`config.mk`:
```
export PLATFORM = sky130hd
export DESIGN_NAME = id_ex_stage
export DESIGN_NICKNAME = d
export VERILOG_FILES = /design/src/rtl/id_ex_stage.sv
export SDC_FILE = /design/constraint.sdc
export NUM_CORES = 1
export LEC_CHECK = 0
export CAP_MARGIN = 20
export CORE_AREA = 4 4 152 154
export DETAILED_ROUTE_END_ITERATION = 10
export DIE_AREA = 0 0 156 158
export PLACE_DENSITY = 0.72
export SLEW_MARGIN = 20
export SYNTH_ARGS = -nofsm -noshare
export SYNTH_HDL_FRONTEND = slang
export SYNTH_SLANG_ARGS = --single-unit
```
`constraint.sdc`:
```
create_clock -name iclk -period 2.31 [get_ports iclk]
set_clock_uncertainty 0.05 [all_clocks]
set_input_delay 0.3465 -clock iclk [delete_from_list [all_inputs] [get_ports iclk]]
set_output_delay 0.3465 -clock iclk [all_outputs]
set_load 0.02 [all_outputs]
```
`src/rtl/id_ex_stage.sv`:
```
// id_ex_stage
//   Decode-to-execute pipeline register for the 5-stage RISC-V core.
//   It captures the regfile read operands and the decoded fields, and presents
//   them to execute one cycle later. It also does the following:
//     - Write-back bypass: a regfile write in the same cycle as the read is not lost.
//     - Load-use hazard: it detects the hazard, stalls fetch/decode and inserts a bubble.
//     - Execute flush: the decode instruction is squashed.
//     - Bubble counter: it counts load-use bubbles and saturates at all-ones.
//
// Ports
//   iclk, irst                     clock, synchronous active-high reset
//   ivalid_d, ia1_d, ia2_d, ird_d  decode valid, rs1/rs2/rd
//   irdata1_d, irdata2_d           regfile read data for rs1/rs2
//   iimm_d, ipc_d, ictrl_d         immediate, PC, opaque control bundle
//   iregwrite_d, iload_d           decode writes rd / is a load
//   iwen_w, ia3_w, iwdata3_w       write-back port (same as the regfile write)
//   iflush_e                       squash the decode instruction
//   ostall_f, ostall_d             hold the fetch PC / hold the IF-ID register
//   ovalid_e ... octrl_e           registered execute-stage fields
//   obubble_cnt                    saturating count of load-use bubbles

module id_ex_stage #(
    parameter int MP_DATA_WIDTH = 32,
    parameter int MP_ADDR_WIDTH = 5,
    parameter int MP_CTRL_WIDTH = 16,
    parameter int MP_CNT_WIDTH  = 32
) (
    input  logic                     iclk,
    input  logic                     irst,
    input  logic                     ivalid_d,
    input  logic [MP_ADDR_WIDTH-1:0] ia1_d,
    input  logic [MP_ADDR_WIDTH-1:0] ia2_d,
    input  logic [MP_ADDR_WIDTH-1:0] ird_d,
    input  logic [MP_DATA_WIDTH-1:0] irdata1_d,
    input  logic [MP_DATA_WIDTH-1:0] irdata2_d,
    input  logic [MP_DATA_WIDTH-1:0] iimm_d,
    input  logic [MP_DATA_WIDTH-1:0] ipc_d,
    input  logic [MP_CTRL_WIDTH-1:0] ictrl_d,
    input  logic                     iregwrite_d,
    input  logic                     iload_d,
    input  logic                     iwen_w,
    input  logic [MP_ADDR_WIDTH-1:0] ia3_w,
    input  logic [MP_DATA_WIDTH-1:0] iwdata3_w,
    input  logic                     iflush_e,
    output logic                     ostall_f,
    output logic                     ostall_d,
    output logic                     ovalid_e,
    output logic                     oregwrite_e,
    output logic                     oload_e,
    output logic [MP_ADDR_WIDTH-1:0] oa1_e,
    output logic [MP_ADDR_WIDTH-1:0] oa2_e,
    output logic [MP_ADDR_WIDTH-1:0] ord_e,
    output logic [MP_DATA_WIDTH-1:0] ordata1_e,
    output logic [MP_DATA_WIDTH-1:0] ordata2_e,
    output logic [MP_DATA_WIDTH-1:0] oimm_e,
    output logic [MP_DATA_WIDTH-1:0] opc_e,
    output logic [MP_CTRL_WIDTH-1:0] octrl_e,
    output logic [MP_CNT_WIDTH-1:0]  obubble_cnt
);

    logic                     byp1;
    logic                     byp2;
    logic [MP_DATA_WIDTH-1:0] op1;
    logic [MP_DATA_WIDTH-1:0] op2;
    logic                     hz;
    logic                     stall;

    // x0 is never bypassed, so a write to x0 cannot leak into a read of x0.
    assign byp1 = iwen_w && (ia3_w != '0) && (ia3_w == ia1_d);
    assign byp2 = iwen_w && (ia3_w != '0) && (ia3_w == ia2_d);
    assign op1  = byp1 ? iwdata3_w : irdata1_d;
    assign op2  = byp2 ? iwdata3_w : irdata2_d;

    // Both source addresses are compared even when rs2 is unused. This stall
    // is conservative, but it keeps the decoder out of the hazard path.
    assign hz = ovalid_e && oload_e && (ord_e != '0) && ivalid_d &&
                ((ord_e == ia1_d) || (ord_e == ia2_d));

    assign stall    = hz && !iflush_e && !irst;
    assign ostall_f = stall;
    assign ostall_d = stall;

    always_ff @(posedge iclk) begin
        if (irst || iflush_e || hz) begin
            // A reset, a flush or a load-use bubble all clear the E register.
            ovalid_e    <= 1'b0;
            oregwrite_e <= 1'b0;
            oload_e     <= 1'b0;
            oa1_e       <= '0;
            oa2_e       <= '0;
            ord_e       <= '0;
            ordata1_e   <= '0;
            ordata2_e   <= '0;
            oimm_e      <= '0;
            opc_e       <= '0;
            octrl_e     <= '0;
        end else begin
            ovalid_e    <= ivalid_d;
            oregwrite_e <= iregwrite_d && ivalid_d;
            oload_e     <= iload_d && ivalid_d;
            oa1_e       <= ia1_d;
            oa2_e       <= ia2_d;
            ord_e       <= ird_d;
            ordata1_e   <= op1;
            ordata2_e   <= op2;
            oimm_e      <= iimm_d;
            opc_e       <= ipc_d;
            octrl_e     <= ivalid_d ? ictrl_d : '0;
        end

        // A flush takes priority, so a flushed hazard is not counted.
        if (irst) begin
            obubble_cnt <= '0;
        end else if (!iflush_e && hz && (obubble_cnt != '1)) begin
            obubble_cnt <= obubble_cnt + MP_CNT_WIDTH'(1);
        end
    end

endmodule

```
==> Yosys cells after proc, flatten, opt, wreduce, memory -nomap -nowiden <==
Cells that the tools add are included.
Widths: inputs -> output; s select.
{ "op_classes": {"n_addsub": 1, "n_eq_ne": 5, "mux": 2, "bitwise": 1, "reduce_logical": 20} }
{ "ops": {"columns": ["op", "n"], "rows": [
  ["$mux 32", 2],
  ["$add 32x1->32 const B", 1],
  ["$ne 32x32->1 const B", 1],
  ["$eq 5x5->1", 4],
  ["$logic_and 1x1->1", 12],
  ["$reduce_bool 5->1", 2],
  ["$logic_or 1x1->1", 3],
  ["$logic_not 1->1", 2],
  ["$reduce_or 2->1", 1],
  ["$not 1->1", 1]
]} }
{ "totals": {"regBits": 194, "out_inout_bits": 196, "word_cells": 41} }

==> Logic depth before layout (Yosys ltp) <==
{ "depth": {"word_depth": 6, "ltp_mapped": 9} }

==> Worst setup path after synthesis <==
Ideal clock, no wire load.
{ "synth_path": {"path_type": "register to register", "from": "register obubble_cnt[0]", "to": "register obubble_cnt[1]", "setup_ns": 0.128, "t_arrival_ns": 2.184, "setup_slack_ns": -0.052, "stages_incl_launch_ff": 10, "path_buffers": 2, "synth_period_minus_slack_ns": 2.362, "path_cell_list": "dfxtp_1 -> ha_1 -> and4_1 -> nand3_1 -> or4_4 -> nand3_2 -> buf_6 -> buf_12 -> mux2i_1 -> nor2_1"} }
{ "synth_via": {"elab_chain_cells": 2} }
{ "synth_lines": {"columns": ["element", "line_no", "source"], "rows": [
  ["from (decl)", "58", "output logic [MP_CNT_WIDTH-1:0] obubble_cnt"],
  ["from (signal assigned)", "115", "obubble_cnt <= obubble_cnt + MP_CNT_WIDTH'(1);"],
  ["parallel branches: the longest is 2 deep, another holds $add 32x1->32", null, null]
]} }
Several ways; the timed one is not identified.
A chain may end at the register's enable or synchronous reset.

==> Worst setup path in the final report <==
{ "layout_path": {"from": "register ord_e[1]", "to": "output port ostall_f"} }
{ "layout_via": {"elab_chain_cells": 6} }
{ "layout_lines": {"columns": ["element", "line_no", "source"], "rows": [
  ["from (decl)", "52", "output logic [MP_ADDR_WIDTH-1:0] ord_e,"],
  ["from (signal assigned)", "103", "ord_e <= ird_d;"],
  ["$reduce_bool 5->1", "76", "assign hz = ovalid_e && oload_e && (ord_e != '0) && ivalid_d &&"],
  ["$logic_and 1x1->1 (2 in a row)", "76", null],
  ["$logic_and 1x1->1 *", "76", null],
  ["$logic_and 1x1->1 * (2 in a row)", "79", "assign stall = hz && !iflush_e && !irst;"],
  ["to (decl)", "45", "output logic ostall_f,"]
]} }
Mark *: on every way between the ends. The rest lies on a longest branch, timed or not.

==> impl_metrics.json <==
{
  "critPathMaxStageDelay_ns": 0.55,
  "max_freq_mhz": 437,
  "yosysTopAreaCellShare_pct": 56.4,
  "grt_max_degree": 52,
  "end_kind": "output pin",
  "hold_viol": 0,
  "antenna_found_initial": 0,
  "p_sw_uw": 1840,
  "yosys.cell_types.count": 47,
  "synth_cells": 663,
  "r2r_start": "ord_e[2]",
  "swShare_pct": 24.7,
  "status": "completed",
  "peakVddDrop_mv": 0.437,
  "overflow": 0,
  "crit_required_ns": 1.91,
  "clkLatencyLatePin_ns": 0.42,
  "htree_levels": 4,
  "holdCritStartpoint": "iregwrite_d",
  "syn_area_um2": 6890,
  "synth.avg_cell_area_um2": 10.4,
  "ioPinCount": 399,
  "tightest_slew_ns": 0.414,
  "clk_pin_slew_ns": 0.08,
  "async_reset_ff_share_pct": 0,
  "synth_area_leaders": "dfxtp_1 56%, mux2i_1 9.4%, and3_1 7.4%, nor2_1 4.7%, xnor2_1 2.0%",
  "viasPerCell": 4.63,
  "synth_edf_count": 0,
  "worstReg2RegEnd": "obubble_cnt[14]",
  "antennaDiodeCount": 0,
  "leakage_uw": 0.00486,
  "hold_slack_ns": 0.426,
  "clockBufferDepth": 2,
  "crit_buf_inv": 1,
  "fin_setup_tns_ns": 0,
  "die_h_um": 158,
  "crit_top_cell": "nor2_4",
  "cap_violations": 0,
  "powerDensity_nw_per_um2": 599,
  "yosysMostFrequentCell": "dfxtp_1",
  "hold_class": "input pin to flop",
  "comb_power_share_pct": 14.0,
  "post-dp-hpwl_um": 20700,
  "ant_nets": 0,
  "cts_tree": "built",
  "worstHoldEndpoint": "oregwrite_e",
  "crit_fanout": 2,
  "start_kind": "flop",
  "die_area_um2": 24600,
  "initial_core_util_pct": 31.8,
  "core_region_area_um2": 21700,
  "post_drt_wl_per_cell_um": 18.3,
  "area_growth_syn_to_layout_pct": 80.5,
  "finalMaxSlewViolations": 0,
  "grt_pass1_vias": 6550,
  "synth_fp_nets": 867,
  "path_cells": "or4_4 > o2111ai_4 > nor2_4 > nand2_4 > nor2_4 > buf_6",
  "worstSetupPathType": "flop to output pin",
  "seqPwrFrac_pct": 46.8,
  "clock-sinks": 194,
  "arrival_ns": 1.89,
  "cts_root_buffer": "clkbuf_16",
  "dp_slack_ns": -0.568,
  "rrSetupSlack_ns": 0.12,
  "first_iter_violations": 363,
  "globalRouteTotalUtil_pct": 19.9,
  "cts-buffers-inserted": 17,
  "io_buffers": 398,
  "fin_nets": 1328,
  "drive_above_1_share_pct": 13.1,
  "cp_top_family": "simple AND/OR/NAND/NOR gates",
  "fin_crit_sh_pct": 99.1,
  "post-route-min-period_ns": 2.29,
  "placementRows": 54,
  "yosysSeqAreaShare_pct": 56.4,
  "worst_slack_ns": 0.0212,
  "synth_top_cell_by_area": "dfxtp_1",
  "wirelength_um": 25900,
  "setup_viol": 0,
  "power_uw": 7450,
  "maxSlewHeadroom_pct": 72.4,
  "grt_pass1_wl_um": 37500,
  "yosysWarnings": 0,
  "regArea_um2": 3890,
  "ys.flop_type": "dfxtp_1",
  "fillCellCount": 1897,
  "clkPwrFrac_pct": 39.2,
  "drt_pass1_iterations": 4,
  "die_x_um": 156,
  "ys_seq_elements": 194,
  "grt_setup_unrepaired": "yes",
  "gp_congestion": 0.928,
  "num_vias": 6560,
  "ff2ff_path_depth": 8,
  "multi_input_area_um2": 2910,
  "drc_errors": 0,
  "hold_depth": 2,
  "p_int_uw": 5610,
  "synth_common_cells": "194 x dfxtp_1, 86 x nor2_1, 82 x and3_1",
  "critical-path-slowest-cell": "or4_4"
}
power groups by stage:
stage | clock network (uW) | registers (uW) | logic [uW]
6_report | 2920 | 3480 | 1040
5_1_grt | 3150 | 3500 | 1100
4_1_cts | 3000 | 3490 | 1050
3_5_place_dp | 0 | 3560 | 1040
3_3_place_gp | 0 | 3560 | 1030
2_1_floorplan | 0 | 3710 | 193
registers in the layout, indices dropped and copies added, names as in the netlist:
name and flops:
obubble_cnt 32, oimm_e 32, opc_e 32, ordata1_e 32
ordata2_e 32, octrl_e 16, oa1_e 5, oa2_e 5
ord_e 5, oload_e 1, oregwrite_e 1, ovalid_e 1
what timing repair did:
item / CTS / global route
pin swaps: 3 / 4
endpoints found under the hold margin: 0 / 0
endpoints found under the setup margin: 7 / 12
hold buffers: 0 / 0
gates resized for setup: 21 / 11
gates cloned: 0 / 1
buffers inserted: 1 / 4
worst max path at each step:
stage | start | endpoint | cells after the start
after floorplan | obubble_cnt[0] | obubble_cnt[1] | 9
after global placement | ia2_d[2] | ostall_f | 7
after detailed placement | ia2_d[2] | ostall_f | 7
after CTS | ord_e[3] | ostall_f | 6
after global routing | ord_e[1] | ostall_f | 6
final | ord_e[1] | ostall_f | 6
layout make-up:
class,instances,share of cell area [%]
Timing Repair Buffer,482,37.7
Tap cell,280,2.82
Clock buffer,20,3.51
Sequential cell,194,31.3
Multi-Input combinational cell,425,23.4
Clock inverter,12,1.12
Inverter,4,0.121
through the flow:
stage / utilization, % / area (um2) / cells
floorplan: - / 6890 / 663
global placement: 54.0 / 11700 / 1379
detailed placement: 54.0 / 11700 / 1379
CTS: 56.9 / 12300 / 1412
global route: 57.3 / 12400 / 1417
finish: 57.3 / 12400 / 1417
cells by family after synthesis:
kind of cell    after synthesis  synth area share [%]
xor+xnor                     23                  2.93
simple gates                283                  22.6
mux                          73                  10.8
compound gates               44                  3.96
flops                       194                  56.4
fa+ha+maj                     1                 0.182
buf+inv                      45                  3.18
per-layer routing:
metal	wire, um	GRT usage (%)	part of all wire, %
met1	9990	23.8	39
met3	2190	6.12	8.4
met5	0	0	0
met2	13300	34.6	51
met4	413	5.79	1.6
cell usage in the layout, fill, tap and decap left out, types with 2 or more instances in the layout:
cell type and instances:
a21oi_1 18, and2_1 18, nor2b_1 8, clkbuf_16 17, nand2_1 16, or3_1 10
nand3_1 15, or4_4 2, nor4_2 4, dfxtp_2 4, xnor2_1 16, o21ai_0 6
clkbuf_1 3, nand4_1 11, mux2i_1 65, inv_6 4, nor2_1 83, clkinvlp_4 2
nor3_1 3, xor2_1 7, o31ai_1 8, nor2_4 3, nor4_1 2, buf_6 4
and3_1 82, buf_4 77, clkdlybuf4s50_1 396, nor4_4 2, buf_12 5, inv_1 4
or4_1 10, o21ai_1 5, dfxtp_1 190, inv_8 3, and4_1 4, mux2_2 8
worst register-to-register path: cells and delay by family (launching register included):
kind / cells / cell delay (ns)
AOI/OAI and AO/OA: 1 / 0.26
xor gates and xnor gates: 1 / 0.17
buffers and inverters: 2 / 0.37
DFF: 1 / 0.31
muxes: 1 / 0.36
and+or+nand+nor: 3 / 0.56
(Power assumes the default switching activity.)
